## src/rtl/multdiv_sequencer.sv

```systemverilog
// Step sequencer for the shared iterative multiply/divide datapath.
// Moore FSM (IDLE/LOAD/RUN/DONE) with a step counter; a new request aborts any op in flight.
module multdiv_sequencer #(
    parameter int MULT_CYCLES = 32,
    parameter int DIV_CYCLES  = 32,
    parameter int CNT_W       = 6
) (
    input  logic             clock,
    input  logic             reset,
    input  logic             ctrl_MULT,
    input  logic             ctrl_DIV,
    output logic             load_ops,
    output logic             step,
    output logic             last_step,
    output logic             is_div,
    output logic [CNT_W-1:0] count,
    output logic             busy,
    output logic             data_resultRDY
);

    localparam logic [1:0] S_IDLE = 2'd0;
    localparam logic [1:0] S_LOAD = 2'd1;
    localparam logic [1:0] S_RUN  = 2'd2;
    localparam logic [1:0] S_DONE = 2'd3;

    localparam logic [CNT_W-1:0] MULT_LAST = CNT_W'(MULT_CYCLES - 1);
    localparam logic [CNT_W-1:0] DIV_LAST  = CNT_W'(DIV_CYCLES - 1);

    logic [1:0]       state_q, state_d;
    logic [CNT_W-1:0] count_q, count_d;
    logic             is_div_q, is_div_d;

    logic             req;
    logic [CNT_W-1:0] last_idx;

    assign req      = ctrl_MULT | ctrl_DIV;
    assign last_idx = is_div_q ? DIV_LAST : MULT_LAST;

    always_comb begin
        // NOTE: every variable gets a default first so no path leaves it unassigned (no latch).
        state_d  = state_q;
        count_d  = count_q;
        is_div_d = is_div_q;

        if (req) begin
            // Any request restarts from LOAD, aborting an op in flight; multiply wins a tie.
            state_d  = S_LOAD;
            count_d  = '0;
            is_div_d = ~ctrl_MULT;
        end else begin
            case (state_q)
                S_IDLE: state_d = S_IDLE;
                S_LOAD: begin
                    state_d = S_RUN;
                    count_d = '0;
                end
                S_RUN: begin
                    if (count_q == last_idx) begin
                        state_d = S_DONE;
                        count_d = '0;
                    end else begin
                        count_d = count_q + CNT_W'(1);
                    end
                end
                S_DONE:  state_d = S_IDLE;
                default: state_d = S_IDLE;
            endcase
        end
    end

    always_ff @(posedge clock or negedge reset) begin
        // NOTE: sequential state uses non-blocking assignments so all flops update together.
        if (!reset) begin
            state_q  <= S_IDLE;
            count_q  <= '0;
            is_div_q <= 1'b0;
        end else begin
            state_q  <= state_d;
            count_q  <= count_d;
            is_div_q <= is_div_d;
        end
    end

    assign load_ops       = (state_q == S_LOAD);
    assign step           = (state_q == S_RUN);
    assign last_step      = (state_q == S_RUN) && (count_q == last_idx);
    assign busy           = (state_q == S_LOAD) || (state_q == S_RUN);
    assign data_resultRDY = (state_q == S_DONE);
    assign is_div         = is_div_q;
    assign count          = count_q;

endmodule

```

## config.mk

```make
export PLATFORM = sky130hd
export DESIGN_NAME = multdiv_sequencer
export DESIGN_NICKNAME = d
export VERILOG_FILES = /design/src/rtl/multdiv_sequencer.sv
export SDC_FILE = /design/constraint.sdc
export NUM_CORES = 1
export LEC_CHECK = 0
export ABC_AREA = 0
export BUFFER_PORTS_ARGS = -buffer_cell sky130_fd_sc_hd__buf_4
export CAP_MARGIN = 20
export CORE_AREA = 2 2 39 41
export DETAILED_ROUTE_END_ITERATION = 16
export DIE_AREA = 0 0 41 43
export PLACE_DENSITY = 0.66
export SYNTH_ARGS = -nofsm -noshare
export SYNTH_HDL_FRONTEND = slang
export SYNTH_SLANG_ARGS = --single-unit
```

## constraint.sdc

```tcl
create_clock -name clock -period 4 [get_ports clock]
set_input_delay 0.4 -clock clock [delete_from_list [all_inputs] [get_ports clock]]
set_output_delay 0.4 -clock clock [all_outputs]
set_load 0.01 [all_outputs]
```

# Word level (Yosys, flattened, before mapping)

Cells that the tools add are included.

Memories: 0
Memory bits (writable): 0
Register bits: 9
Bits in latches: 0
ROM bits: 0
Word-level logic and storage cells: 22

Shift-type cells: 0
$mul: 0
Mux-type cells: 6
Reduce and logical (&&, ||, !) cells: 5
Order comparisons: 0
Add/sub/neg operators: 1
Bitwise operators: 2
Equal/unequal tests: 5
Divide/modulo/power cells: 0

Operators with widths:

| cell                                                             | number |
|---|---|
| 6-bit 2-to-1 mux                                                 | 2 |
| 6-bit one-hot mux with 2 select lines                            | 1 |
| 6-bit by 1-bit adder with 6-bit output (second input constant)   | 1 |
| 6-bit by 5-bit == test with 1-bit output (second input constant) | 1 |
| 2-bit one-hot mux with 3 select lines                            | 1 |
| 2-bit == test (second input constant)                            | 2 |
| 2-bit 2-to-1 mux                                                 | 2 |
| 3-bit by 1-bit != test with 1-bit output (second input constant) | 1 |
| 3-bit nonzero test                                               | 1 |
| 2-bit by 1-bit == test with 1-bit output (second input constant) | 1 |
| 2-bit zero test                                                  | 1 |
| 2-bit OR reduction                                               | 1 |
| 1-bit logical AND                                                | 1 |
| 1-bit logical OR                                                 | 1 |
| 1-bit NOT                                                        | 1 |
| 1-bit bitwise OR                                                 | 1 |

# Logic depth before layout (Yosys ltp)

Gate-level depths: netlist of run 1.

Depth in word-level cells: 4
Gate-level depth with buffers: 7
Gate-level depth less buffers: 6

# Least setup slack after synthesis of run 1

No wires, ideal clock.

Kind: register to register
From: reg state_q[0]
To: reg count_q[2], in the netlist count[2]
Cell stages (with the launch flop): 8
Period minus slack after synthesis: 1.615 ns
Path buffers: 1
Arrival time: 1.537 ns
Required time: 3.923 ns
Setup slack: 2.385 ns
Cells stage by stage: dfrtp_1 > inv_1 > ha_1 > buf_6 > inv_1 > nand2_1 > or3b_1 > a21oi_1

Longest elaborated chain between the ends: 3
Elaborated cells between the ends (all ways): 5
Those cells by class: 2 x eq/ne; 2 x mux; 1 x reduce/logical

RTL lines:

| item                                                                      | line | text |
|---|---|---|
| start, declared                                                           | 29   | `logic [1:0] state_q, state_d;` |
| start signal, assigned                                                    | 78   | `state_q <= state_d;` |
| 2-bit == test or 2-bit by 1-bit == test with 1-bit output (tied branches) | 51   | `case (state_q)` |
| 6-bit one-hot mux with 2 select lines                                     | 51   |  |
| 6-bit 2-to-1 mux                                                          | 45   | `if (req) begin` |
| end signal, assigned                                                      | 79   | `count_q <= count_d;` |
| end, declared                                                             | 30   | `logic [CNT_W-1:0] count_q, count_d;` |

Several ways; a longest one is shown, not always the timed one.
A chain may end at the register's enable or synchronous reset.

# Final worst setup path of run 1

From: reg state_q[0]
To: out last_step

Longest elaborated chain between the ends: 2

RTL lines:

| item              | line | text |
|---|---|---|
| 2-bit == test     | 86   | `assign last_step = (state_q == S_RUN) && (count_q == last_idx);` |
| 1-bit logical AND | 86   |  |
| end, declared     | 14   | `output logic last_step,` |

Every way passes these cells.

==> metrics.txt, run 1 <==
fmax=0.5127 GHz; n_diodes=0; total clock sinks=9; Post-synth ARST share=1.000; register bit count reported by yosys=9; CP Class=reg -> out; Max-cap violations=0; Total GRT Usage=0.1763; status=finished clean; Syn Area/Cell=9.246 um2; main combinational cell family by area after synthesis=simple AND/OR/NAND/NOR gates; IO buf count=15; FF/Latch Area=225.2 um2; antenna violations before repair=0; Multi-input gate area=282.8 um2; Yosys warnings=0; leak pwr=0.3275 nW; Final Cycle Share=0.4877; Mapped Cells=59; FF-to-FF path depth=6; Main synth FF type=dfrtp_1; min Tclk post-route=1.951 ns; Slew Limit Fails=0; CTS Root Cell=clkbuf_4; HP Class=in -> reg; Post-Synth Adder-Cell Area=0.1147; Antenna Violating Nets Remaining=0; pin count of the biggest net entering global routing=10; Final #Nets=87; Synth top area share=0.4128; setup bufs post-CTS=0; gpl congestion=0.7157; CTS tree=done; Data required, critical path=3.60 ns; Final Hold Fails=0; Startpoint Class=flop; Comb pwr share=0.144; worst slew pin tran=0.3112 ns; WHS Path Cells=2; Critical Path Sink Type=output port; count leader, synth=dfrtp_1; Synth area leader=dfrtp_1; Placed Cells=88; layout cells sized above 1=0.2597; Synth Net Count=68; Commonest cells post-synth=9 x dfrtp_1, 7 x nand2_1, 5 x a21oi_1, 5 x ha_1, 5 x nor2_1; Seq/Total Area, Yosys=0.4128; internal power=0.1434 mW; CTS HTree Levels=1; Rows=14; Reg clk slew, reported paths=0.06 ns; final setup vio count=0; Synth Area in Simple Gates=0.2500; die height=43 um; DR WL/cell=12.71 um; Clock Skews=0.005586 ns; CTS Buf Count=3; XOR/XNOR Fraction of Synth Area=0; First DRT Iteration DRCs=3; Area Overhead vs Synth=26.83%; Slew Limit Headroom=0.7925; Die X=41 um; routed vias/inst=5.301; drt drc=0; Post-synth EDFFs=0; Compound-Gate Fraction of Synth Area=0.1537; final non-filler cell total=93; worst-path fanout max=7; worst vdd ir=0.0001520 V; RSZ-0062 raised after global routing=no; multiplexer area fraction after synthesis=0; WP data arrival=1.55 ns; synthesized area=545.5 um2; Fillers=144; Net Switching=0.05188 mW; Vias=493; Top-Level Pins=16; Initial Util=0.3942; core area=1384 um2; TNS Setup=0 ns; Clock Latency Late Sink=0.27 ns; ranking of synthesized cells by area=dfrtp_1 41%, ha_1 11%, nand2_1 4.8%; first-pass GRT wire length=1966 um; hpwl dp=871.9 um; Net Sw Frac=0.2657; Routed WL=1182 um; TritonRoute pass-1 iters=4; clock buffer depth=2; Distinct cells, synth=24; full die area=1763 um2; PwrDens=282.2 nW/um2; Flop pwr share=0.487; Clk pwr share=0.369; number of global-route vias before repair=483; grt total ovfl=0
[final cells by class]
cell class / count / area share
Tap cell: 16 / 0.02893
Sequential cell: 9 / 0.3255
Clock buffer: 4 / 0.03797
Timing Repair Buffer: 16 / 0.1772
Inverter: 4 / 0.02170
Multi-Input combinational cell: 44 / 0.4087
[worst paths after layout]
kind,startpoint,end,slack [ns]
worst max-delay path,state_q[0],last_step,2.05
worst min-delay path,ctrl_MULT,is_div,0.30
worst max register to register,state_q[0],count[2],2.27
worst min register to register,is_div,is_div,0.52
max in group asynchronous,reset,is_div,3.37
min in group asynchronous,reset,count[2],0.49
[repair_timing]
| item | in CTS | in global routing |
|---|---|---|
| gates resized for setup | 0 | 0 |
| endpoints found under the setup margin | 0 | 0 |
| endpoints found under the hold margin | 9 | 0 |
| hold buffers | 1 | 0 |
[through the flow]
stage               cell area, um2  setup WS [ns]    util  hold WS [ns]  power [mW]
CTS                          691.9          2.048  0.5000        0.2847      0.2003
finish                       691.9          2.049  0.5000        0.2996      0.1952
global route                 691.9          1.928  0.5000        0.2897      0.2088
global placement             655.6          2.367  0.4738        0.2314      0.1236
floorplan                    545.5          2.385       -        0.1044      0.1143
detailed placement           655.6          2.290  0.4738        0.2323      0.1244
[layout by cell type (no fill, tap or decap)]
cell | netlist | routed
a211oi_1 | 1 | 1
a21o_1 | 1 | 1
a21oi_1 | 5 | 5
a41oi_1 | 1 | 1
and3_1 | 3 | 3
buf_4 | 0 | 15
clkbuf_1 | 0 | 1
clkbuf_4 | 0 | 3
dfrtp_1 | 9 | 9
dlygate4sd3_1 | 0 | 1
ha_1 | 5 | 5
inv_1 | 4 | 4
nand2_1 | 7 | 7
nand2b_1 | 2 | 2
nand3_1 | 2 | 2
nand3_2 | 1 | 1
nor2_1 | 5 | 5
nor3_1 | 1 | 1
o211ai_1 | 1 | 1
o21ai_0 | 1 | 1
o21ai_1 | 1 | 1
o21ai_2 | 1 | 1
o41ai_1 | 1 | 1
or2_1 | 1 | 1
or3_1 | 2 | 2
or3b_1 | 1 | 1
or4_1 | 1 | 1
[cell families after synthesis]
family / Yosys count
compound gates: 13
flops: 9
fa+ha+maj: 5
simple gates: 26
buf+inv: 6
[registers in the layout, summed over array words and instances, names as in the netlist]
name	cells
state_q	2
is_div	1
count	6
[critical path, cell delays in order (launching register included)]
cell     delay (ns)
dfrtp_1        0.41
inv_1          0.11
ha_1           0.32
inv_1          0.10
nor3_1         0.20
buf_4          0.15
[power by group through the flow]
stage	Combinational, mW	Sequential (mW)	Clock, mW
floorplan	0.0175	0.0968	0
global placement	0.0270	0.0966	0
detailed placement	0.0275	0.0969	0
CTS	0.0285	0.0951	0.0767
global route	0.0318	0.0954	0.0817
finish	0.0281	0.0951	0.0720
[layer usage]
layer | up-vias | GRT usage | wire, um
li1 | 242 | - | -
met1 | 227 | 0.1987 | 525
met2 | 20 | 0.2500 | 547
met3 | 4 | 0.09424 | 94
met4 | 0 | 0.1067 | 16
met5 | - | 0 | 0
Power figures use the tool's default switching activity.
==> run 2, diff against run 1 <==
Clock period 4 ns to 2 ns, I/O delays scaled along.
==> run 2 against run 1 <==
Compared with the run above: global-route usage shrank 2.1 points; combinational power grew 99%; wire length shrank 5.8%; setup slack lost 1.8 ns; critical path depth is the same; sequential cell count is the same; clock-buffer cell count is the same; register-to-register slack lost 2.0 ns; first-iteration DRC count grew to 3.3 times the previous value; core utilization is the same; hold slack lost 0.19 ns; die area is the same; critical endpoint unchanged.
==> metrics.txt, run 2 (synthesis results as in run 1) <==
status=finished clean (unchanged); CTS Buf Count=3 (unchanged); Top-Level Pins=16 (unchanged); HP Class=in -> reg (unchanged); WP data arrival=1.57 ns (was 1.55 ns); DR WL/cell=11.97 um (was 12.71 um); Reg clk slew, reported paths=0.06 ns (about the same); pin count of the biggest net entering global routing=10 (unchanged); number of global-route vias before repair=433 (was 483); Critical Path Sink Type=output port (unchanged); most frequent cells in the layout=15 x buf_4, 9 x dfrtp_1, 7 x nand2_1 (unchanged); worst-path fanout max=7 (unchanged); final setup vio count=0 (unchanged); drt drc=0 (unchanged); CTS HTree Levels=1 (unchanged); First DRT Iteration DRCs=10 (was 3); min Tclk post-route=1.766 ns; clock buffer depth=2 (unchanged); final non-filler cell total=93 (unchanged); Place WS=0.2974 ns (was 2.290 ns); routed vias/inst=5.194 (was 5.301); core area=1384 um2 (unchanged); Slew Limit Fails=0 (unchanged); antenna violations before repair=0 (unchanged); Die X=41 um (unchanged); Area Overhead vs Synth=26.83% (unchanged); first-pass GRT wire length=1856 um (was 1966 um); hpwl dp=814.5 um (was 871.9 um); RSZ-0062 raised after global routing=no (unchanged); most common cell after layout, fill and taps aside=buf_4 (unchanged); Routed WL=1113 um (was 1182 um); n_diodes=0 (unchanged); worst vdd ir=0.0002397 V (was 0.0001520 V); Placed Cells=88 (unchanged); Data required, critical path=1.80 ns (was 3.60 ns); layout cells sized above 1=0.2597 (unchanged); Final Hold Fails=0 (unchanged); hold buffers post-CTS=1 (unchanged); grt total ovfl=0 (unchanged); Vias=483 (was 493); Startpoint Class=flop (unchanged); Final Cycle Share=0.8829; placed inst area=655.6 um2 (unchanged); Clock Latency Late Sink=0.26 ns (was 0.27 ns); worst slew pin tran=0.3044 ns (was 0.3112 ns); Final #Nets=87 (unchanged); fmax=0.5663 GHz; Slew Limit Headroom=0.7971 (was 0.7925); Finished Core Util=0.5000 (unchanged); max FFs per register=6 (unchanged); TritonRoute pass-1 iters=4 (unchanged); Initial Util=0.3942 (unchanged); total clock sinks=9 (unchanged); Rows=14 (unchanged); IO buf count=15 (unchanged); gpl congestion=0.8063 (was 0.7157); Clock Skews=0.003447 ns (was 0.005586 ns); die height=43 um (unchanged); Finished Cell Area=691.9 um2 (unchanged); Total GRT Usage=0.1552 (was 0.1763); Max-cap violations=0 (unchanged); PwrDens=557.9 nW/um2 (was 282.2 nW/um2); TNS Setup=0 ns (unchanged); CTS tree=done (unchanged); worst setup margin=0.2341 ns (was 2.049 ns); post-CTS sizing=0 (unchanged); Antenna Violating Nets Remaining=0 (unchanged); CP Class=reg -> out (unchanged); setup bufs post-CTS=0 (unchanged); full die area=1763 um2 (unchanged); leak pwr=0.3275 nW (unchanged); CTS Root Cell=clkbuf_4 (unchanged)
## run 2: final timing paths
kind                                  from        end  slack (ns)  cells past startpoint
worst max-delay path            state_q[0]  last_step        0.23                      5
worst min-delay path             ctrl_MULT     is_div        0.11                      2
worst max register to register  state_q[0]   count[2]        0.28                      6
worst min register to register      is_div     is_div        0.51                      2
max in group asynchronous            reset   count[1]        1.57                      2
min in group asynchronous            reset     is_div        0.30                      2
## run 2: power by group
part | total, mW | leakage [nW] | internal (mW) | switching, mW
combinational | 0.0560 | 0.193 | 0.0234 | 0.0326
sequential | 0.190 | 0.120 | 0.186 | 0.00375
clock | 0.140 | 0.0150 | 0.0769 | 0.0632
## run 2: final cells by class
cell class	instances	area, um2
Fill cell	127	691.9
Multi-Input combinational cell	44	282.8
Sequential cell	9	225.2
Timing Repair Buffer	16	122.6
Clock buffer	4	26.28
Tap cell	16	20.02
Inverter	4	15.01
## run 2: metal layers
layer / track usage / part of all wire / wire length (um) / up-vias
met5: 0 / 0 / 0 / -
met4: 0.06000 / 0.0072 / 8 / 0
met3: 0.05236 / 0.059 / 66 / 2
met2: 0.2125 / 0.44 / 485 / 13
met1: 0.2193 / 0.50 / 553 / 220
li1: - / - / - / 248
## run 2: critical path, cell delays in order, from the launching register on
cell and delay [ns]:
dfrtp_1 0.40, inv_1 0.10, ha_1 0.32, inv_1 0.09, nor3_1 0.23, buf_4 0.16
## run 2: through the flow
stage	hold WS (ns)	power, mW
global route	0.1094	0.4114
detailed placement	0.03110	0.2485
floorplan	-0.09559	0.2285
finish	0.1050	0.3860
CTS	0.09911	0.3938
global placement	0.03389	0.2475
==> run 3, diff against run 2 <==
Settings changed: CORE_AREA 2 2 39 41 to 3 3 40 42, DIE_AREA 0 0 41 43 to 0 0 43 45.
==> run 3 against run 2 <==
Compared with the run above: first-iteration DRC count down 100%; core utilization up 3.7 points; wire length up 3.2%; setup slack better by 0.035 ns; clock skew up 0.0019 ns; clock power about the same; critical path type unchanged; largest power group unchanged.
==> metrics.txt, run 3 (synthesis results as in run 1) <==
status=finished clean (unchanged); min Tclk post-route=1.730 ns (was 1.766 ns); grt met3 use=0.05179 (was 0.05236); most common cell after layout, fill and taps aside=buf_4 (unchanged); core area=1285 um2 (was 1384 um2); Data required, critical path=1.80 ns (about the same); WP data arrival=1.53 ns (was 1.57 ns); CTS Root Cell=clkbuf_4 (unchanged); worst slew pin tran=0.2635 ns (was 0.3044 ns); IO buf count=15 (unchanged); Initial Util=0.4245 (was 0.3942); die height=45 um (was 43 um); Critical-path top delay cell=dfrtp_1 (unchanged); Vias=478 (was 483); Routed WL=1149 um (was 1113 um); Final Cycle Share=0.8652 (was 0.8829); grt total ovfl=0 (unchanged); Max-cap violations=0 (unchanged); GR Util met1=0.1823 (was 0.2193); Rows=13 (was 14); Comb pwr share=0.142 (was 0.145); Place WS=0.2863 ns (was 0.2974 ns); worst setup margin=0.2695 ns (was 0.2341 ns); CP peak stage delay=0.40 ns (about the same); met2 GRT Util=0.1886 (was 0.2125); CTS tree=done (unchanged); TritonRoute pass-1 iters=1 (was 4); TNS Setup=0 ns (unchanged); antenna violations before repair=0 (unchanged); Flop pwr share=0.490 (was 0.492); number of global-route vias before repair=423 (was 433); RSZ-0062 raised after global routing=no (unchanged); worst vdd ir=0.0003529 V (was 0.0002397 V); Net Sw Frac=0.2611 (was 0.2580); drt drc=0 (unchanged); worst-path fanout max=7 (unchanged); leak pwr=0.3275 nW (unchanged); routed vias/inst=5.196 (was 5.194); DR WL/cell=12.49 um (was 11.97 um); Finished Core Util=0.5375 (was 0.5000); clock buffer depth=2 (unchanged); HP Class=in -> reg (unchanged); layout cells sized above 1=0.2597 (unchanged); Reg clk slew, reported paths=0.06 ns (about the same); Net Switching=0.1013 mW (was 0.09960 mW); Startpoint Class=flop (unchanged); layer with the highest usage=met2 (was met1); Antenna Violating Nets Remaining=0 (unchanged); gpl congestion=0.7538 (was 0.8063); setup bufs post-CTS=0 (unchanged); Clock Skews=0.005366 ns (was 0.003447 ns); CTS Buf Count=3 (unchanged); First DRT Iteration DRCs=0 (was 10); most frequent cells in the layout=15 x buf_4, 9 x dfrtp_1, 7 x nand2_1 (unchanged); pin count of the biggest net entering global routing=10 (unchanged); final setup vio count=0 (unchanged); CP Cell Sequence=inv_1 > ha_1 > inv_1 > nor3_1 > buf_4 (unchanged); internal power=0.2867 mW (was 0.2864 mW); Top-Level Pins=16 (unchanged); Critical Path Sink Type=output port (unchanged); first-pass GRT wire length=1897 um (was 1856 um); Die X=43 um (was 41 um); Clock Latency Late Sink=0.27 ns (was 0.26 ns); Worst Path Buf+Inv=3 (unchanged); Top cell by count, worst path=inv_1 (unchanged); crit-path leading delay family=flip-flops (unchanged); Clk pwr share=0.368 (was 0.363); n_diodes=0 (unchanged); CP Class=reg -> out (unchanged); PwrDens=561.7 nW/um2 (was 557.9 nW/um2); CTS HTree Levels=1 (unchanged); hpwl dp=880.9 um (was 814.5 um); Slew Limit Fails=0 (unchanged); full die area=1935 um2 (was 1763 um2); fmax=0.5779 GHz (was 0.5663 GHz); Final #Nets=87 (unchanged); Total GRT Usage=0.1435 (was 0.1552); max FFs per register=6 (unchanged); Area Overhead vs Synth=26.61% (was 26.83%); Final Hold Fails=0 (unchanged); total clock sinks=9 (unchanged); Final Power=0.3880 mW (was 0.3860 mW); hold slack=0.09154 ns (was 0.1050 ns); Slew Limit Headroom=0.8220 (was 0.7971)
-- run 3: cell counts in the layout (fill, tap and decap cells not counted) --
Identical to the previous run, type by type.
-- run 3: area by class of cell --
cell class                      instances  area [um2]
Clock buffer                            4       26.28
Fill cell                             127       594.3
Inverter                                4       15.01
Multi-Input combinational cell         44       282.8
Sequential cell                         9       225.2
Tap cell                               15       18.77
Timing Repair Buffer                   16       122.6
-- run 3: power by group through the flow --
stage | Clock, mW | Sequential, mW | Combinational [mW]
6_report | 0.143 | 0.190 | 0.0552
5_1_grt | 0.162 | 0.191 | 0.0638
4_1_cts | 0.150 | 0.190 | 0.0563
3_5_place_dp | 0 | 0.193 | 0.0548
3_3_place_gp | 0 | 0.193 | 0.0540
2_1_floorplan | 0 | 0.194 | 0.0349
-- run 3: layer usage --
| layer | vias up | part of all wire |
|---|---|---|
| li1 | 243 | - |
| met1 | 216 | 0.46 |
| met2 | 14 | 0.44 |
| met3 | 5 | 0.070 |
| met4 | 0 | 0.032 |
| met5 | - | 0 |
-- run 3: metrics by stage --
step	cells	instance area, um2
final	92	690.7
after global placement	87	654.4
after global routing	92	690.7
after detailed placement	87	654.4
after floorplan	59	545.5
after CTS	92	690.7
-- run 3: final timing paths --
path / startpoint / end / slack, ns / cells past startpoint
setup / recovery: state_q[0] / last_step / 0.27 / 5
hold / removal: ctrl_MULT / is_div / 0.09 / 2
setup reg to reg: state_q[0] / count[2] / 0.28 / 6
hold reg to reg: is_div / is_div / 0.52 / 2
max in group asynchronous: reset / count[3] / 1.57 / 2
min in group asynchronous: reset / count[4] / 0.29 / 2
-- run 3: timing repair --
| action | 4_1_cts | 5_1_grt |
|---|---|---|
| hold endpoints to repair | 9 | 0 |
| resized for setup | 0 | 0 |
| hold buffers | 1 | 0 |
-- run 3: worst register-to-register path, delay by kind of cell (launching register included) --
family,cells,cell delay [ns]
fa+ha+maj,1,0.40
flops,1,0.37
simple gates,2,0.46
buf+inv,2,0.24
compound gates,1,0.17
